### src/rtl/fcs_rx.sv
// rtl/fcs_rx.sv - Ethernet receive FCS checker/stripper; optional frame counters under FCS_RX_STATS_EN

// One byte of reflected CRC-32 (poly 0xEDB88320), no final inversion
module fcs_crc32_byte (
  input  logic [31:0] crc_in,
  input  logic [7:0]  data,
  output logic [31:0] crc_out
);

  // Eight LSB-first shift/xor steps over the incoming byte
  always_comb begin
    crc_out = crc_in ^ {24'h0, data};
    for (int i = 0; i < 8; i++) begin
      crc_out = crc_out[0] ? ((crc_out >> 1) ^ 32'hEDB88320) : (crc_out >> 1);
    end
  end

endmodule

module fcs_rx #(
  parameter int MIN_FRAME_LEN = 64,
  parameter int MAX_FRAME_LEN = 1518,
  parameter int CNT_W         = 16
) (
  input  logic             aclk,
  input  logic             areset,
  input  logic             rx_valid,
  input  logic [7:0]       rx_data,
  input  logic             rx_er,
  output logic [7:0]       m_data,
  output logic             m_valid,
  output logic             frame_done,
  output logic             frame_good,
  output logic             frame_bad,
  output logic [CNT_W-1:0] rx_len
`ifdef FCS_RX_STATS_EN
  ,
  output logic [31:0]      good_cnt,
  output logic [31:0]      bad_cnt
`endif
);

  typedef enum logic [1:0] {
    S_IDLE,
    S_RECV,
    S_CHECK
  } state_t;

  localparam logic [31:0]      CRC_INIT = 32'hFFFFFFFF;
  // Register value left after running the CRC over data plus a correct FCS
  localparam logic [31:0]      RESIDUE  = 32'hDEBB20E3;
  localparam logic [CNT_W-1:0] CNT_MAX  = '1;
  localparam logic [CNT_W-1:0] MIN_L    = CNT_W'(MIN_FRAME_LEN);
  localparam logic [CNT_W-1:0] MAX_L    = CNT_W'(MAX_FRAME_LEN);
  localparam logic [CNT_W-1:0] FCS_LEN  = CNT_W'(4);
  localparam logic [CNT_W-1:0] ONE      = CNT_W'(1);

  state_t           state;
  logic [31:0]      crc;
  logic [31:0]      crc_nxt;
  logic [CNT_W-1:0] cnt;
  logic [2:0]       fill;
  logic             err;
  // sreg[0] is the newest byte, sreg[3] the oldest once four are held
  logic [7:0]       sreg [4];
  logic             good_w;
  logic [CNT_W-1:0] len_w;

  fcs_crc32_byte u_crc (
    .crc_in  (crc),
    .data    (rx_data),
    .crc_out (crc_nxt)
  );

  assign good_w = (crc == RESIDUE) && (cnt >= MIN_L) && (cnt <= MAX_L) && !err;
  assign len_w  = (cnt >= FCS_LEN) ? (cnt - FCS_LEN) : '0;

  // Frame FSM: CRC accumulation, byte counting, 4-byte delay line and end-of-frame status
  always_ff @(posedge aclk) begin
    if (areset) begin
      state      <= S_IDLE;
      crc        <= CRC_INIT;
      cnt        <= '0;
      fill       <= 3'd0;
      err        <= 1'b0;
      for (int i = 0; i < 4; i++) sreg[i] <= 8'h00;
      m_data     <= 8'h00;
      m_valid    <= 1'b0;
      frame_done <= 1'b0;
      frame_good <= 1'b0;
      frame_bad  <= 1'b0;
      rx_len     <= '0;
    end else begin
      m_valid    <= 1'b0;
      frame_done <= 1'b0;
      frame_good <= 1'b0;
      frame_bad  <= 1'b0;
      case (state)
        S_IDLE: begin
          if (rx_valid) begin
            crc     <= crc_nxt;
            cnt     <= ONE;
            fill    <= 3'd1;
            err     <= rx_er;
            sreg[0] <= rx_data;
            state   <= S_RECV;
          end
        end
        S_RECV: begin
          if (rx_valid) begin
            crc <= crc_nxt;
            if (cnt != CNT_MAX) cnt <= cnt + ONE;
            err     <= err | rx_er;
            sreg[0] <= rx_data;
            sreg[1] <= sreg[0];
            sreg[2] <= sreg[1];
            sreg[3] <= sreg[2];
            // Only bytes at least four behind the newest are payload; the rest may be FCS
            if (fill == 3'd4) begin
              m_data  <= sreg[3];
              m_valid <= 1'b1;
            end else begin
              fill <= fill + 3'd1;
            end
          end else begin
            frame_done <= 1'b1;
            frame_good <= good_w;
            frame_bad  <= !good_w;
            rx_len     <= len_w;
            state      <= S_CHECK;
          end
        end
        S_CHECK: begin
          // Bytes arriving here are dropped; the FCS left in sreg is discarded
          crc   <= CRC_INIT;
          cnt   <= '0;
          fill  <= 3'd0;
          err   <= 1'b0;
          for (int i = 0; i < 4; i++) sreg[i] <= 8'h00;
          state <= S_IDLE;
        end
        default: state <= S_IDLE;
      endcase
    end
  end

`ifdef FCS_RX_STATS_EN
  // Saturating good/bad frame counters driven by the status pulses
  always_ff @(posedge aclk) begin
    if (areset) begin
      good_cnt <= 32'h0;
      bad_cnt  <= 32'h0;
    end else begin
      if (frame_good && (good_cnt != 32'hFFFFFFFF)) good_cnt <= good_cnt + 32'h1;
      if (frame_bad && (bad_cnt != 32'hFFFFFFFF))   bad_cnt  <= bad_cnt + 32'h1;
    end
  end
`endif

endmodule
### config.mk
export PLATFORM = sky130hd
export DESIGN_NAME = fcs_rx
export DESIGN_NICKNAME = d
export VERILOG_FILES = /design/src/rtl/fcs_rx.sv
export SDC_FILE = /design/constraint.sdc
export NUM_CORES = 1
export LEC_CHECK = 0
export ABC_AREA = 1
export BUFFER_PORTS_ARGS = -buffer_cell sky130_fd_sc_hd__buf_2
export CAP_MARGIN = 20
export CORE_ASPECT_RATIO = 0.6
export CORE_UTILIZATION = 40
export CTS_CLUSTER_SIZE = 14
export DETAILED_ROUTE_END_ITERATION = 12
export GPL_ROUTABILITY_DRIVEN = 0
export SYNTH_ARGS = -nofsm -noshare
export SYNTH_HDL_FRONTEND = slang
export SYNTH_SLANG_ARGS = --single-unit
### constraint.sdc
create_clock -name aclk -period 3.9 [get_ports aclk]
set_input_delay 0.975 -clock aclk [delete_from_list [all_inputs] [get_ports aclk]]
set_output_delay 0.975 -clock aclk [all_outputs]
set_load 0.01 [all_outputs]
==> summary.md <==
| Metric | Value |
|---|---|
| Detailed Place HPWL | 12.9 mm |
| Seq/Total Area, Yosys | 39.3% |
| Root Buffer | clkbuf_16 |
| Worst hold start | rx_len[14]$_SDFFE_PP0P_ |
| Flop pwr share | 31.2% |
| Number of global-route vias before repair | 5,132 |
| Syn Nets | 915 |
| Final wirelength | 17.6 mm |
| Row count | 34 |
| Area after DPL | 6560 sq um |
| Starting Density | 42.0% |
| Global Route Usage Sum | 23.0% |
| Clk pwr share | 29.5% |
| Final #Nets | 950 |
| Power Density | 750 nW/um^2 |
| Clk_skew | 0.00714 ns |
| Vert. Die Dim | 98.5 um |
| Critical path data arrival time | 2.66 ns |
| Max-cap violations | 0 |
| Crit Path Category | reg -> reg |
| Primary FF master, synth | dfxtp_1 |
| RR Startpoint | state[1]$_SDFFE_PP0P_ |
| FF+latch count, synth | 114 |
| Rel. slew slack | 54.1% |
| PortBufs | 39 |
| Largest net degree at the start of global routing | 46 |
| Most frequent cells in the layout | nand2_1 (251), dfxtp_1 (98), inv_1 (94), nor2_1 (73), a21oi_1 (70) |
| Comb pwr share | 39.2% |
| CP required | 3.97 ns |
| Family with the most delay on the worst path | simple AND/OR/NAND/NOR gates |
| Worst path max stage delay | 0.52 ns |
| CP endpoint kind | register |
| Synth warn | 0 |
| Final Cell Area | 7160 sq um |
| Vias per cell | 5.16 |
| H-tree Lvls | 4 |
| Post-cts sizing count | 0 |
| Leak | 3.39 nW |
| Share of cells above drive strength 1 | 11.0% |
| Maximum vdd drop | 315 uV |
| WL/cell | 15.5 um |
| Cells after Synth | 890 |
| Chip Width | 163 um |
| CTS tree | done |
| Initial antenna violation count | 0 |
| Switching pwr | 2.25 mW |
| Setup Total Neg Slack | 0 ns |
| Critical-path cell list | inv_1 > ha_1 > nand2_1 > inv_1 > nor2_1 > nand2_1 |
| Core ar. | 14,800 sq um |
| Bufs and invs on worst path | 2 |
| Die footprint | 16,000 sq um |
| Nature of the critical path startpoint | register |
| Final Cycle Share | 66.4% |
| Post-CTS Setup Repair Bufs | 0 |
| First-pass GRT wire length | 28.2 mm |
| Area of the mapped netlist | 6210 sq um |
| Netlist cell types | 41 |
| Crit path time final | 2.59 ns |
| Synth-to-Final Area Change | 15.2% |
| Worst-Skew Late Latency | 0.42 ns |
| Clk pin slew, worst setup/hold paths | 0.05 ns |
| DRC viols | 0 |
| Number of enable flip-flop cells after synthesis | 16 |
| Fill cell count | 1,512 |
| CTS Hold Bufs | 0 |
| Fin. max-slew vios | 0 |
| Path type of the worst min-delay path | reg -> reg |
| Final setup violating endpoints | 0 |
| Fmax | 386 MHz |
| Vias post-DR | 5,859 |
| Total grt overflow | 0 |
| Ant diodes | 0 |
| Internal power | 3.11 mW |
| Crit-path slowest cell | nor2_1 |
| Worst slew pin tran | 0.688 ns |
| RSZ-0062 raised after global routing | false |
| Crit Path Max Fanout | 11 |
| Max Buffers Root-to-Sink | 2 |
| Average size of a mapped cell | 6.98 sq um |
| Clk sinks | 114 |
| Post-synth ARST share | 0% |
| Most common cell after layout, fill and taps aside | nand2_1 |
| Router iterations before antenna repair | 5 |
| DR iter-0 viols | 590 |
| Setup crit start | state[1]$_SDFFE_PP0P_ |
| Post-route ant nets | 0 |
| Status | finished clean |
| TritonCTS Buffers | 17 |
| # IOs | 40 |
| Final number of hold-violating endpoints | 0 |
| Switching share of power | 42.0% |
## synthesized netlist by cell type (2+ instances only)
master,number,area share [%]
dfxtp_1,98,32
nor4_1,4,0.40
clkinv_1,3,0.18
a21oi_1,70,5.6
a211oi_2,2,0.40
inv_1,94,5.7
nand3_1,66,5.3
o211a_1,2,0.32
nor3_1,17,1.4
nor2_4,2,0.36
nand4_1,8,0.81
clkbuf_1,16,0.97
buf_2,4,0.32
nor2_1,73,4.4
xnor2_1,6,0.85
xor2_1,34,4.8
o211ai_1,12,1.5
a211oi_1,9,1.1
buf_4,4,0.48
o21ai_0,44,3.5
nand2_1,251,15
nor2_2,3,0.30
inv_2,9,0.54
nand3_2,2,0.32
ha_1,13,2.6
nand3b_1,4,0.48
nand2_2,6,0.60
buf_1,2,0.12
o21ai_1,5,0.40
edfxtp_1,16,7.7
## final cells by class
type                    count  area, sq um  share of cell area (%)
clock buffers              21          472                    6.59
clock inverters            11          128                    1.78
inverters                 106          398                    5.56
multi-input cells         642         3240                    45.2
flip-flops and latches    114         2440                    34.1
well taps                 198          248                    3.46
repair buffers             44          233                    3.25
## sequential cells by signal, summed over array words and instances, names as in the netlist
register    cells
frame_bad       1
rx_len         16
cnt            16
sreg           32
m_valid         1
frame_good      1
frame_done      1
err             1
state           2
m_data          8
fill            3
crc            32
## power by group through the flow
| stage | clock network (mW) | logic (mW) | registers, mW |
|---|---|---|---|
| after CTS | 1.60 | 2.05 | 1.67 |
| final | 1.58 | 2.10 | 1.68 |
| after global placement | 0 | 2.02 | 1.69 |
| after global routing | 1.66 | 2.36 | 1.71 |
| after detailed placement | 0 | 2.03 | 1.69 |
| after floorplan | 0 | 1.56 | 1.62 |
## worst min-delay path: stages (launching register included)
cell     delay [ns]
dfxtp_1        0.30
nand2_1        0.06
a21oi_1        0.05
## metrics by stage
stage	instances	power [mW]	worst slack (ns)	utilization (%)	hold slack, ns
5_1_grt	1136	5.73	1.06	48.3	0.480
3_3_place_gp	1104	3.71	1.15	44.3	0.452
6_report	1136	5.37	1.31	48.3	0.460
4_1_cts	1136	5.31	1.31	48.3	0.463
2_1_floorplan	890	3.17	1.64	-	0.437
3_5_place_dp	1104	3.72	1.08	44.3	0.454
## per-layer routing
layer | vias to the layer above | global-route usage (%) | part of all wire, %
met2 | 232 | 26.4 | 34
met4 | 0 | 6.47 | 1.0
li1 | 2965 | - | -
met1 | 2644 | 39.2 | 55
met3 | 18 | 5.60 | 10
met5 | - | 0 | 0
## worst paths after layout
path	end	slack, ns	cells past startpoint
setup / recovery	sreg[1][7]$_SDFFCE_PP0P_	1.31	6
hold reg to reg	rx_len[14]$_SDFFE_PP0P_	0.46	2
setup reg to reg	sreg[1][7]$_SDFFCE_PP0P_	1.31	6
hold / removal	rx_len[14]$_SDFFE_PP0P_	0.46	2
## kinds of logic (layout without fill, tap and decap cells)
group / Yosys count / count (layout) / synth area share (%)
adders and majority gates: 13 / 13 / 2.62
buffers and inverters: 134 / 182 / 8.56
AOI/OAI and AO/OA: 147 / 147 / 13.3
xor gates and xnor gates: 40 / 40 / 5.64
and+or+nand+nor: 442 / 442 / 30.5
DFF: 114 / 114 / 39.3
Note: power is estimated with default switching activity, not from simulation.
